$ cat config.mk
export PLATFORM = sky130hd
export DESIGN_NAME = operand2_sequencer
export DESIGN_NICKNAME = d
export VERILOG_FILES = /design/src/rtl/operand2_pkg.sv /design/src/rtl/operand2_classify.sv /design/src/rtl/operand2_sequencer.sv
export SDC_FILE = /design/constraint.sdc
export NUM_CORES = 1
export LEC_CHECK = 0
export CAP_MARGIN = 40
export CORE_ASPECT_RATIO = 1.25
export CORE_MARGIN = 4
export CORE_UTILIZATION = 45
export DETAILED_ROUTE_END_ITERATION = 8
export PLACE_DENSITY = 0.77
export SLEW_MARGIN = 0
export SYNTH_ARGS = -nofsm -noshare
export SYNTH_HDL_FRONTEND = slang
export SYNTH_SLANG_ARGS = --single-unit
$ cat constraint.sdc
create_clock -name clk -period 2.55 [get_ports clk]
set_input_delay 0.51 -clock clk [delete_from_list [all_inputs] [get_ports clk]]
set_output_delay 0.51 -clock clk [all_outputs]
set_load 0.02 [all_outputs]
$ cat src/rtl/operand2_pkg.sv
// Shared codes for the operand-2 sequencer: shift/extend type codes,
// instruction class codes, operand forms, FSM states and the Rs shift-amount rule.
package operand2_pkg;

  localparam logic [2:0] SH_LSL  = 3'd0;
  localparam logic [2:0] SH_LSR  = 3'd1;
  localparam logic [2:0] SH_ASR  = 3'd2;
  localparam logic [2:0] SH_ROR  = 3'd3;
  localparam logic [2:0] SH_ROR2 = 3'd4;
  localparam logic [2:0] SH_LSL2 = 3'd5;

  localparam logic [2:0] EX_SB  = 3'd0;
  localparam logic [2:0] EX_UB  = 3'd1;
  localparam logic [2:0] EX_SH  = 3'd2;
  localparam logic [2:0] EX_UH  = 3'd3;
  localparam logic [2:0] EX_S24 = 3'd4;
  localparam logic [2:0] EX_U12 = 3'd5;

  // Values of instr[27:25]
  localparam logic [2:0] CL_DP_REG = 3'b000;
  localparam logic [2:0] CL_DP_IMM = 3'b001;
  localparam logic [2:0] CL_LS_IMM = 3'b010;
  localparam logic [2:0] CL_LS_REG = 3'b011;
  localparam logic [2:0] CL_BRANCH = 3'b101;

  typedef enum logic [2:0] {
    F_ILLEGAL,
    F_DP_IMM,
    F_IMM_SH,
    F_REG_SH,
    F_LS_IMM,
    F_BRANCH
  } form_t;

  typedef enum logic [2:0] {
    ST_IDLE,
    ST_RD_RM,
    ST_RD_RS,
    ST_EMIT,
    ST_EMIT2
  } state_t;

  // Register-specified amount: linear shifts saturate at 32, ROR only uses Rs[4:0].
  function automatic logic [5:0] reg_shift_amount(input logic [1:0] ty, input logic [7:0] rs);
    if (ty == 2'b11)
      return {1'b0, rs[4:0]};
    else if (rs >= 8'd32)
      return 6'd32;
    else
      return rs[5:0];
  endfunction

endpackage

$ cat src/rtl/operand2_classify.sv
// Combinational decode of the operand-2 form from instr[27:25] and instr[11:4];
// zero latency, no flow control.
module operand2_classify
  import operand2_pkg::*;
(
  input  logic [2:0]  op,
  input  logic [11:4] fld,
  output form_t       form,
  output logic        needs_rm,
  output logic        needs_rs,
  output logic        e,
  output logic        last,
  output logic        illegal,
  output logic [2:0]  t,
  output logic [5:0]  shift_value
);

  always_comb begin
    form        = F_ILLEGAL;
    needs_rm    = 1'b0;
    needs_rs    = 1'b0;
    e           = 1'b0;
    last        = 1'b1;
    illegal     = 1'b1;
    t           = SH_LSL;
    shift_value = 6'd0;
    case (op)
      CL_DP_IMM: begin
        form        = F_DP_IMM;
        illegal     = 1'b0;
        t           = SH_ROR2;
        shift_value = {2'b00, fld[11:8]};
      end
      CL_DP_REG, CL_LS_REG: begin
        if (!fld[4]) begin
          form        = F_IMM_SH;
          needs_rm    = 1'b1;
          illegal     = 1'b0;
          t           = {1'b0, fld[6:5]};
          shift_value = {1'b0, fld[11:7]};
          // LSR/ASR #0 encode a 32-bit shift; ROR #0 stays a plain rotate by 0
          if ((fld[6:5] == 2'b01 || fld[6:5] == 2'b10) && fld[11:7] == 5'd0)
            shift_value = 6'd32;
        end else if (op == CL_DP_REG && !fld[7]) begin
          form     = F_REG_SH;
          needs_rm = 1'b1;
          needs_rs = 1'b1;
          illegal  = 1'b0;
          t        = {1'b0, fld[6:5]};
        end
      end
      CL_LS_IMM: begin
        form    = F_LS_IMM;
        illegal = 1'b0;
        e       = 1'b1;
        t       = EX_U12;
      end
      CL_BRANCH: begin
        form    = F_BRANCH;
        illegal = 1'b0;
        e       = 1'b1;
        t       = EX_S24;
        last    = 1'b0;
      end
      default: ;
    endcase
  end

endmodule

$ cat src/rtl/operand2_sequencer.sv
// Accepts one instruction, reads Rm/Rs, issues 1-2 registered shifter micro-ops.
// Latency 1/2/3 cycles by form; outputs hold while out_valid && !out_ready.
module operand2_sequencer
  import operand2_pkg::*;
#(
  parameter int REG_ADDR_W = 4,
  parameter int DATA_W     = 32
) (
  input  logic                  clk,
  input  logic                  rst,
  input  logic                  in_valid,
  output logic                  in_ready,
  input  logic [31:0]           instr,
  output logic [REG_ADDR_W-1:0] rf_rd_addr,
  input  logic [DATA_W-1:0]     rf_rd_data,
  input  logic [DATA_W-1:0]     sx_result,
  output logic                  out_valid,
  input  logic                  out_ready,
  output logic [DATA_W-1:0]     shifter_in,
  output logic [5:0]            shift_value,
  output logic [2:0]            t,
  output logic                  E,
  output logic                  last,
  output logic                  illegal
);

  state_t state_q, state_d;
  logic [31:0]       instr_q, instr_d;
  logic [DATA_W-1:0] rm_q, rm_d;
  logic              vld_q, vld_d;
  logic [DATA_W-1:0] si_q, si_d;
  logic [5:0]        sv_q, sv_d;
  logic [2:0]        t_q, t_d;
  logic              e_q, e_d;
  logic              last_q, last_d;
  logic              ill_q, ill_d;

  logic [31:0] cls_word;
  form_t       c_form;
  logic        c_needs_rm, c_needs_rs, c_e, c_last, c_ill;
  logic [2:0]  c_t;
  logic [5:0]  c_sv;

  // In IDLE decode the offered word so immediate forms can load outputs on the accept edge
  assign cls_word = (state_q == ST_IDLE) ? instr : instr_q;

  operand2_classify u_classify (
    .op          (cls_word[27:25]),
    .fld         (cls_word[11:4]),
    .form        (c_form),
    .needs_rm    (c_needs_rm),
    .needs_rs    (c_needs_rs),
    .e           (c_e),
    .last        (c_last),
    .illegal     (c_ill),
    .t           (c_t),
    .shift_value (c_sv)
  );

  always_ff @(posedge clk) begin
    if (rst) begin
      state_q <= ST_IDLE;
      instr_q <= '0;
      rm_q    <= '0;
      vld_q   <= 1'b0;
      si_q    <= '0;
      sv_q    <= '0;
      t_q     <= '0;
      e_q     <= 1'b0;
      last_q  <= 1'b0;
      ill_q   <= 1'b0;
    end else begin
      state_q <= state_d;
      instr_q <= instr_d;
      rm_q    <= rm_d;
      vld_q   <= vld_d;
      si_q    <= si_d;
      sv_q    <= sv_d;
      t_q     <= t_d;
      e_q     <= e_d;
      last_q  <= last_d;
      ill_q   <= ill_d;
    end
  end

  always_comb begin
    state_d = state_q;
    instr_d = instr_q;
    rm_d    = rm_q;
    case (state_q)
      ST_IDLE: begin
        if (in_valid) begin
          instr_d = instr;
          state_d = c_needs_rm ? ST_RD_RM : ST_EMIT;
        end
      end
      ST_RD_RM: begin
        rm_d    = rf_rd_data;
        state_d = c_needs_rs ? ST_RD_RS : ST_EMIT;
      end
      ST_RD_RS: state_d = ST_EMIT;
      ST_EMIT: begin
        if (out_ready)
          state_d = last_q ? ST_IDLE : ST_EMIT2;
      end
      ST_EMIT2: begin
        if (out_ready)
          state_d = ST_IDLE;
      end
      default: state_d = ST_IDLE;
    endcase
  end

  always_comb begin
    vld_d  = vld_q;
    si_d   = si_q;
    sv_d   = sv_q;
    t_d    = t_q;
    e_d    = e_q;
    last_d = last_q;
    ill_d  = ill_q;
    case (state_q)
      ST_IDLE: begin
        if (in_valid && !c_needs_rm) begin
          vld_d  = 1'b1;
          sv_d   = c_sv;
          t_d    = c_t;
          e_d    = c_e;
          last_d = c_last;
          ill_d  = c_ill;
          case (c_form)
            F_DP_IMM:           si_d = {{(DATA_W-8){1'b0}}, cls_word[7:0]};
            F_LS_IMM, F_BRANCH: si_d = DATA_W'(cls_word);
            default:            si_d = '0;
          endcase
        end
      end
      ST_RD_RM: begin
        if (!c_needs_rs) begin
          vld_d  = 1'b1;
          si_d   = rf_rd_data;
          sv_d   = c_sv;
          t_d    = c_t;
          e_d    = 1'b0;
          last_d = 1'b1;
          ill_d  = 1'b0;
        end
      end
      ST_RD_RS: begin
        vld_d  = 1'b1;
        si_d   = rm_q;
        sv_d   = reg_shift_amount(c_t[1:0], rf_rd_data[7:0]);
        t_d    = c_t;
        e_d    = 1'b0;
        last_d = 1'b1;
        ill_d  = 1'b0;
      end
      ST_EMIT, ST_EMIT2: begin
        if (out_ready) begin
          if (state_q == ST_EMIT && !last_q) begin
            // Second branch op: scale the sign-extended offset fed back from the shifter
            vld_d  = 1'b1;
            si_d   = sx_result;
            sv_d   = 6'd0;
            t_d    = SH_LSL2;
            e_d    = 1'b0;
            last_d = 1'b1;
            ill_d  = 1'b0;
          end else begin
            vld_d  = 1'b0;
            si_d   = '0;
            sv_d   = '0;
            t_d    = '0;
            e_d    = 1'b0;
            last_d = 1'b0;
            ill_d  = 1'b0;
          end
        end
      end
      default: ;
    endcase
  end

  always_comb begin
    case (state_q)
      ST_RD_RM: rf_rd_addr = REG_ADDR_W'(instr_q[3:0]);
      ST_RD_RS: rf_rd_addr = REG_ADDR_W'(instr_q[11:8]);
      default:  rf_rd_addr = '0;
    endcase
  end

  assign in_ready    = (state_q == ST_IDLE);
  assign out_valid   = vld_q;
  assign shifter_in  = si_q;
  assign shift_value = sv_q;
  assign t           = t_q;
  assign E           = e_q;
  assign last        = last_q;
  assign illegal     = ill_q;

endmodule

Yosys cells after proc, flatten, opt, wreduce, memory -nomap -nowiden

Index checks and enable logic that the tools add are counted.

$lt $le $gt $ge: 1
Eq/ne operators: 20
Reduce and logical (&&, ||, !) cells: 21
Mux-type cells: 58

Operators with widths:

| operator                                             | count |
|---|---|
| 2-to-1 mux 32 bit                                    | 5 |
| case mux 32 bit (4 select lines)                     | 1 |
| case mux 32 bit (2 select lines)                     | 1 |
| 2-to-1 mux 6 bit                                     | 7 |
| 2-to-1 mux 3 bit                                     | 10 |
| case mux 3 bit (4 select lines)                      | 2 |
| case mux 6 bit (4 select lines)                      | 1 |
| 2-to-1 mux 1 bit                                     | 19 |
| case mux 1 bit (4 select lines)                      | 4 |
| case mux 3 bit (5 select lines)                      | 1 |
| equality test 3 x 2 -> 1 bit (second input constant) | 4 |
| equality test 3 bit (second input constant)          | 4 |
| case mux 6 bit (2 select lines)                      | 1 |
| != test 2 bit (second input constant)                | 5 |
| OR reduction 2 bit                                   | 5 |
| equality test 3 x 1 -> 1 bit (second input constant) | 3 |
| case mux 3 bit (3 select lines)                      | 1 |
| >= comparator 8 x 6 -> 1 bit (second input constant) | 1 |
| case mux 4 bit (2 select lines)                      | 1 |
| zero test 3 bit                                      | 2 |
| 2-to-1 mux 2 bit                                     | 3 |
| zero test 5 bit                                      | 1 |
| equality test 2 bit (second input constant)          | 2 |
| logical AND 1 bit                                    | 4 |
| other kinds (10)                                     | 12 |

Word-level logic and storage cells: 110
Flip-flop bits (word level): 112
Input bits: 100
Output and inout port bits: 50

Logic depth before layout (Yosys ltp)

Depth after elaboration: 12
Mapped depth: 10
Gate-level depth less buffers: 6

Hierarchy

Synthesis repeated with hierarchy kept, for this count alone.

Cells, all modules: 758
Area, all modules: 5890.6 um2

By module, submodules not included:

| module             | instances | area each (um2) | seq. area each (um2) | cells an instance |
|---|---|---|---|---|
| operand2_sequencer | 1         | 5581.6          | 2242.2               | 716 |
| operand2_classify  | 1         | 309.0           | 0.0                  | 42 |

Worst setup path after synthesis

No wires, ideal clock.

Kind: register -> output
Start: register state_q[1]
End: output rf_rd_addr[0]
Required time: 2040 ps
Path buffers: 3
Arrival: 1524 ps
Cell stages (with the launch flop): 7
Slack: 516 ps
Cells stage by stage: dfxtp_1 > buf_2 > nand2b_1 > nor2_1 > buf_2 > buf_1 > a22o_1

Cells in the longest elaborated chain, start to end: 2
Elaborated cells on any way between the ends: 3
Those cells by class: 2 x eq/ne; 1 x mux

RTL lines:

| element                                                                             | RTL line                  | source |
|---|---|---|
| start: declaration                                                                  | operand2_sequencer.sv:27  | `state_t state_q, state_d;` |
| start signal: assignment                                                            | operand2_sequencer.sv:73  | `state_q <= state_d;` |
| equality test 3 x 2 -> 1 bit / equality test 3 x 1 -> 1 bit (equally long branches) | operand2_sequencer.sv:185 | `case (state_q)` |
| case mux 4 bit (2 select lines) *                                                   | operand2_sequencer.sv:185 |  |
| end: declaration                                                                    | operand2_sequencer.sv:14  | `output logic [REG_ADDR_W-1:0] rf_rd_addr,` |

Mark *: on every way between the ends. The rest lies on a longest branch, timed or not.

Worst setup path in the final report

Start: register state_q[2]
End: output in_ready

Cells in the longest elaborated chain, start to end: 1

RTL lines:

| element          | RTL line                  | source |
|---|---|---|
| zero test 3 bit  | operand2_sequencer.sv:192 | `assign in_ready = (state_q == ST_IDLE);` |
| end: declaration | operand2_sequencer.sv:12  | `output logic in_ready,` |

No other way between the ends.

==> flow_metrics.py <==
metrics = {
    "critical_path": {
        "cp_cell_sequence": "or3_1, inv_2, clkdlybuf4s50_1",
        "r2r_cells": 6,
        "r2r_start": "state_q[2]$_SDFFE_PP0P_",
        "required_ns": 2.04,
        "cp_num_buf_inv": 2,
        "reg2reg_to": "shift_value[2]$_SDFFE_PP0P_",
        "cp-endpoint": "in_ready",
        "critPathLaunchType": "flop",
        "cpLargestDelayFamily": "buffers and inverters",
        "slowest_delay_ns": 0.61,
        "cp.arrival_ns": 1.95,
        "ff2ff_setup_slack_ns": 0.21,
        "cp_max_fo": 9,
        "startpoint": "state_q[2]$_SDFFE_PP0P_",
        "slowest_stage": "clkdlybuf4s50_1",
        "path_class": "reg -> out",
        "cp.depth": 3,
        "crit_path_end_kind": "output port",
    },
    "die": {
        "std_cell_rows": 44,
        "die_h_microns": 131,
        "die_w_microns": 107,
        "ioPinCount": 150,
        "start_util": 0.466,
        "dieArea_sq_um": 14000,
        "core_area_sq_um": 11800,
    },
    "yosys": {
        "synthArstFlopShare": 0,
        "synthTopCellsByArea": "dfxtp_1 (41%), nand2_1 (11%), a21oi_1 (8.4%)",
        "synth_top_area_cell": "dfxtp_1",
        "dominantRegCellSynth": "dfxtp_1",
        "syn_area_sq_um": 5490,
        "yosysSeqAreaShare": 0.409,
        "synth_warnings": 0,
        "syn_avg_cell_area_sq_um": 7.71,
        "yosys_register_bits": 112,
        "synth_edf_count": 0,
        "synth.top_cell.area_share": 0.409,
        "synthesis.instances": 711,
        "synthesis.nets": 811,
        "synth_cell_type_count": 56,
    },
    "hold_path": {
        "min_path_type": "reg -> reg",
        "hold_path_depth": 2,
    },
    "finish": {
        "final_common_cell": "nand2_1",
        "area_delta_synth_final_pct": 38.3,
        "fill_cells": 1092,
        "drive_gt1_frac": 0.0863,
        "utilization": 0.644,
        "antenna_cells": 0,
        "final_cell_mix": "nand2_1 (163), clkdlybuf4s50_1 (145), dfxtp_1 (111)",
        "fin_nets": 952,
    },
    "clocking": {
        "root_buffer": "clkbuf_16",
        "cts_sinks": 112,
        "cts.clk_slew.worst_paths_ns": 0.08,
        "cts_buffer_depth": 2,
        "cts_buffers": 9,
        "cts_setup_buffers": 0,
        "clock_latency_ns": 0.35,
        "ctsHtreeMaxLevel": 3,
        "cts_tree": "yes",
    },
    "sta": {
        "slew_viol_final": 0,
        "max_freq_mhz": 406,
        "relSlewSlack": 0.519,
        "finalHoldViolCount": 0,
        "skew_ns": 0.0104,
        "finalSetupViolCount": 0,
        "tightest_slew_ns": 0.703,
        "finalSetupTns_ns": 0,
        "period_needed_ns": 2.46,
        "holdWs_ns": 0.456,
        "period_share": 0.965,
    },
    "routing": {
        "drt_iter0_drc": 607,
        "vias_per_cell": 5.99,
        "drt_pass1_iterations": 9,
        "routedWlPerCell_microns": 18.5,
        "route.met3.wl_microns": 1660,
        "wl_met1_microns": 7610,
        "vias": 6094,
        "route.detailed.drc": 6,
        "wirelength_microns": 18800,
        "antenna_left": 0,
        "wl_met2_microns": 8990,
        "top_layer_used": "met4",
    },
    "pwr": {
        "peakVddDrop_v": 0.000509,
        "clkPwrFrac": 0.187,
        "p_leak_nw": 2.81,
        "p_int_mw": 4.33,
        "switching_share": 0.405,
        "combPwrFrac": 0.478,
        "power_mw": 7.27,
        "pwr_density_cell_nw_per_um2": 959,
        "p_seq_frac": 0.335,
        "switchingPower_mw": 2.95,
    },
    "place": {
        "portBuffers": 149,
        "gp_congestion": 0.956,
        "dpl.hpwl_microns": 13600,
    },
    "global_route": {
        "grt_overflow": 0,
        "grt_max_degree": 65,
        "first_global_vias": 6030,
        "antenna_found_initial": 0,
        "grt_pass1_wl_microns": 30800,
        "grt_usage": 0.267,
    },
    "status": {
        "violations": "DRC",
        "outcome": "finished with violations",
    },
    "job": {
        "cap_violations": 0,
    },
}
## power groups by stage
stage / Combinational (mW) / Sequential, mW / Clock (mW)
finish: 3.47 / 2.44 / 1.36
global route: 3.78 / 2.49 / 1.47
CTS: 3.45 / 2.43 / 1.38
detailed placement: 3.43 / 2.46 / 0
global placement: 3.35 / 2.45 / 0
floorplan: 1.84 / 2.68 / 0
## worst register-to-register path, cell delays in order (launching register included)
cell	delay, ns
dfxtp_1	0.42
or3b_1	0.44
a31o_1	0.24
a31oi_4	0.57
nor2_1	0.19
a221oi_1	0.27
a21oi_1	0.11
## registers in the layout, summed over array words and instances (netlist names)
| register | flops |
|---|---|
| rm_q | 32 |
| E | 1 |
| t | 3 |
| shifter_in | 32 |
| shift_value | 6 |
| out_valid | 1 |
| instr_q | 32 |
| state_q | 3 |
| last | 1 |
| illegal | 1 |
## final cells by class
class	count	area (sq um)	area share
Timing Repair Buffer	191	1850	0.244
Inverter	7	26.3	0.00346
Clock inverter	6	51.3	0.00676
Multi-Input combinational cell	531	2980	0.393
Clock buffer	10	229	0.0302
Tap cell	161	201	0.0266
Sequential cell	112	2240	0.296
## worst min-delay path by stage
stage	start	endpoint	slack [ns]
after detailed placement	instr_q[28]$_SDFFE_PP0P_	instr_q[28]$_SDFFE_PP0P_	0.45
after global placement	rm_q[4]$_SDFFE_PP0N_	rm_q[4]$_SDFFE_PP0N_	0.44
after global routing	instr_q[24]$_SDFFE_PP0P_	instr_q[24]$_SDFFE_PP0P_	0.48
final	rm_q[9]$_SDFFE_PP0N_	rm_q[9]$_SDFFE_PP0N_	0.46
after CTS	instr_q[20]$_SDFFE_PP0P_	instr_q[20]$_SDFFE_PP0P_	0.46
after floorplan	instr_q[12]$_SDFFE_PP0P_	instr_q[12]$_SDFFE_PP0P_	0.44
## metrics by stage
stage / area, sq um / setup WS, ns / std cells
finish: 7580 / 0.0885 / 1018
global placement: 7280 / -0.0273 / 1002
global route: 7580 / -0.00654 / 1018
CTS: 7570 / 0.000700 / 1018
floorplan: 5490 / 0.516 / 711
detailed placement: 7280 / -0.129 / 1002
## cells by family (layout without fill, tap and decap cells)
logic type / Yosys count / count (layout) / synth area share
flip-flops: 112 / 112 / 0.409
AND/OR/NAND/NOR: 277 / 277 / 0.212
XOR/XNOR: 3 / 3 / 0.00479
multiplexers: 24 / 24 / 0.0438
buffers and inverters: 68 / 214 / 0.0531
AO/OA/AOI/OAI: 227 / 227 / 0.277
## cells in the mapped netlist, drive strengths merged (2+ instances only)
master,number
nor4,3
a222oi,32
o211ai,22
nor3,9
a211oi,4
a311oi,3
nor2b,2
o22ai,7
nand2,163
a22o,4
buf,20
mux2i,24
a21oi,93
a31o,2
a221oi,12
nand3b,4
inv,7
or3,2
nand3,8
clkbuf,41
nand2b,5
nor2,68
or3b,3
nand4,5
o21ai,34
a31oi,2
or4,3
xnor2,2
dfxtp,112
## layer usage
layer | track usage | vias up
met5 | 0 | -
met3 | 0.0604 | 41
met4 | 0.0959 | 0
li1 | - | 2859
met2 | 0.440 | 328
met1 | 0.341 | 2866
## what timing repair did
| item | CTS | global route |
|---|---|---|
| gates resized for setup | 2 | 5 |
| pin swaps | 0 | 1 |
| endpoints found under the setup margin | 4 | 5 |
| hold buffers | 0 | 0 |
(Power assumes the default switching activity.)
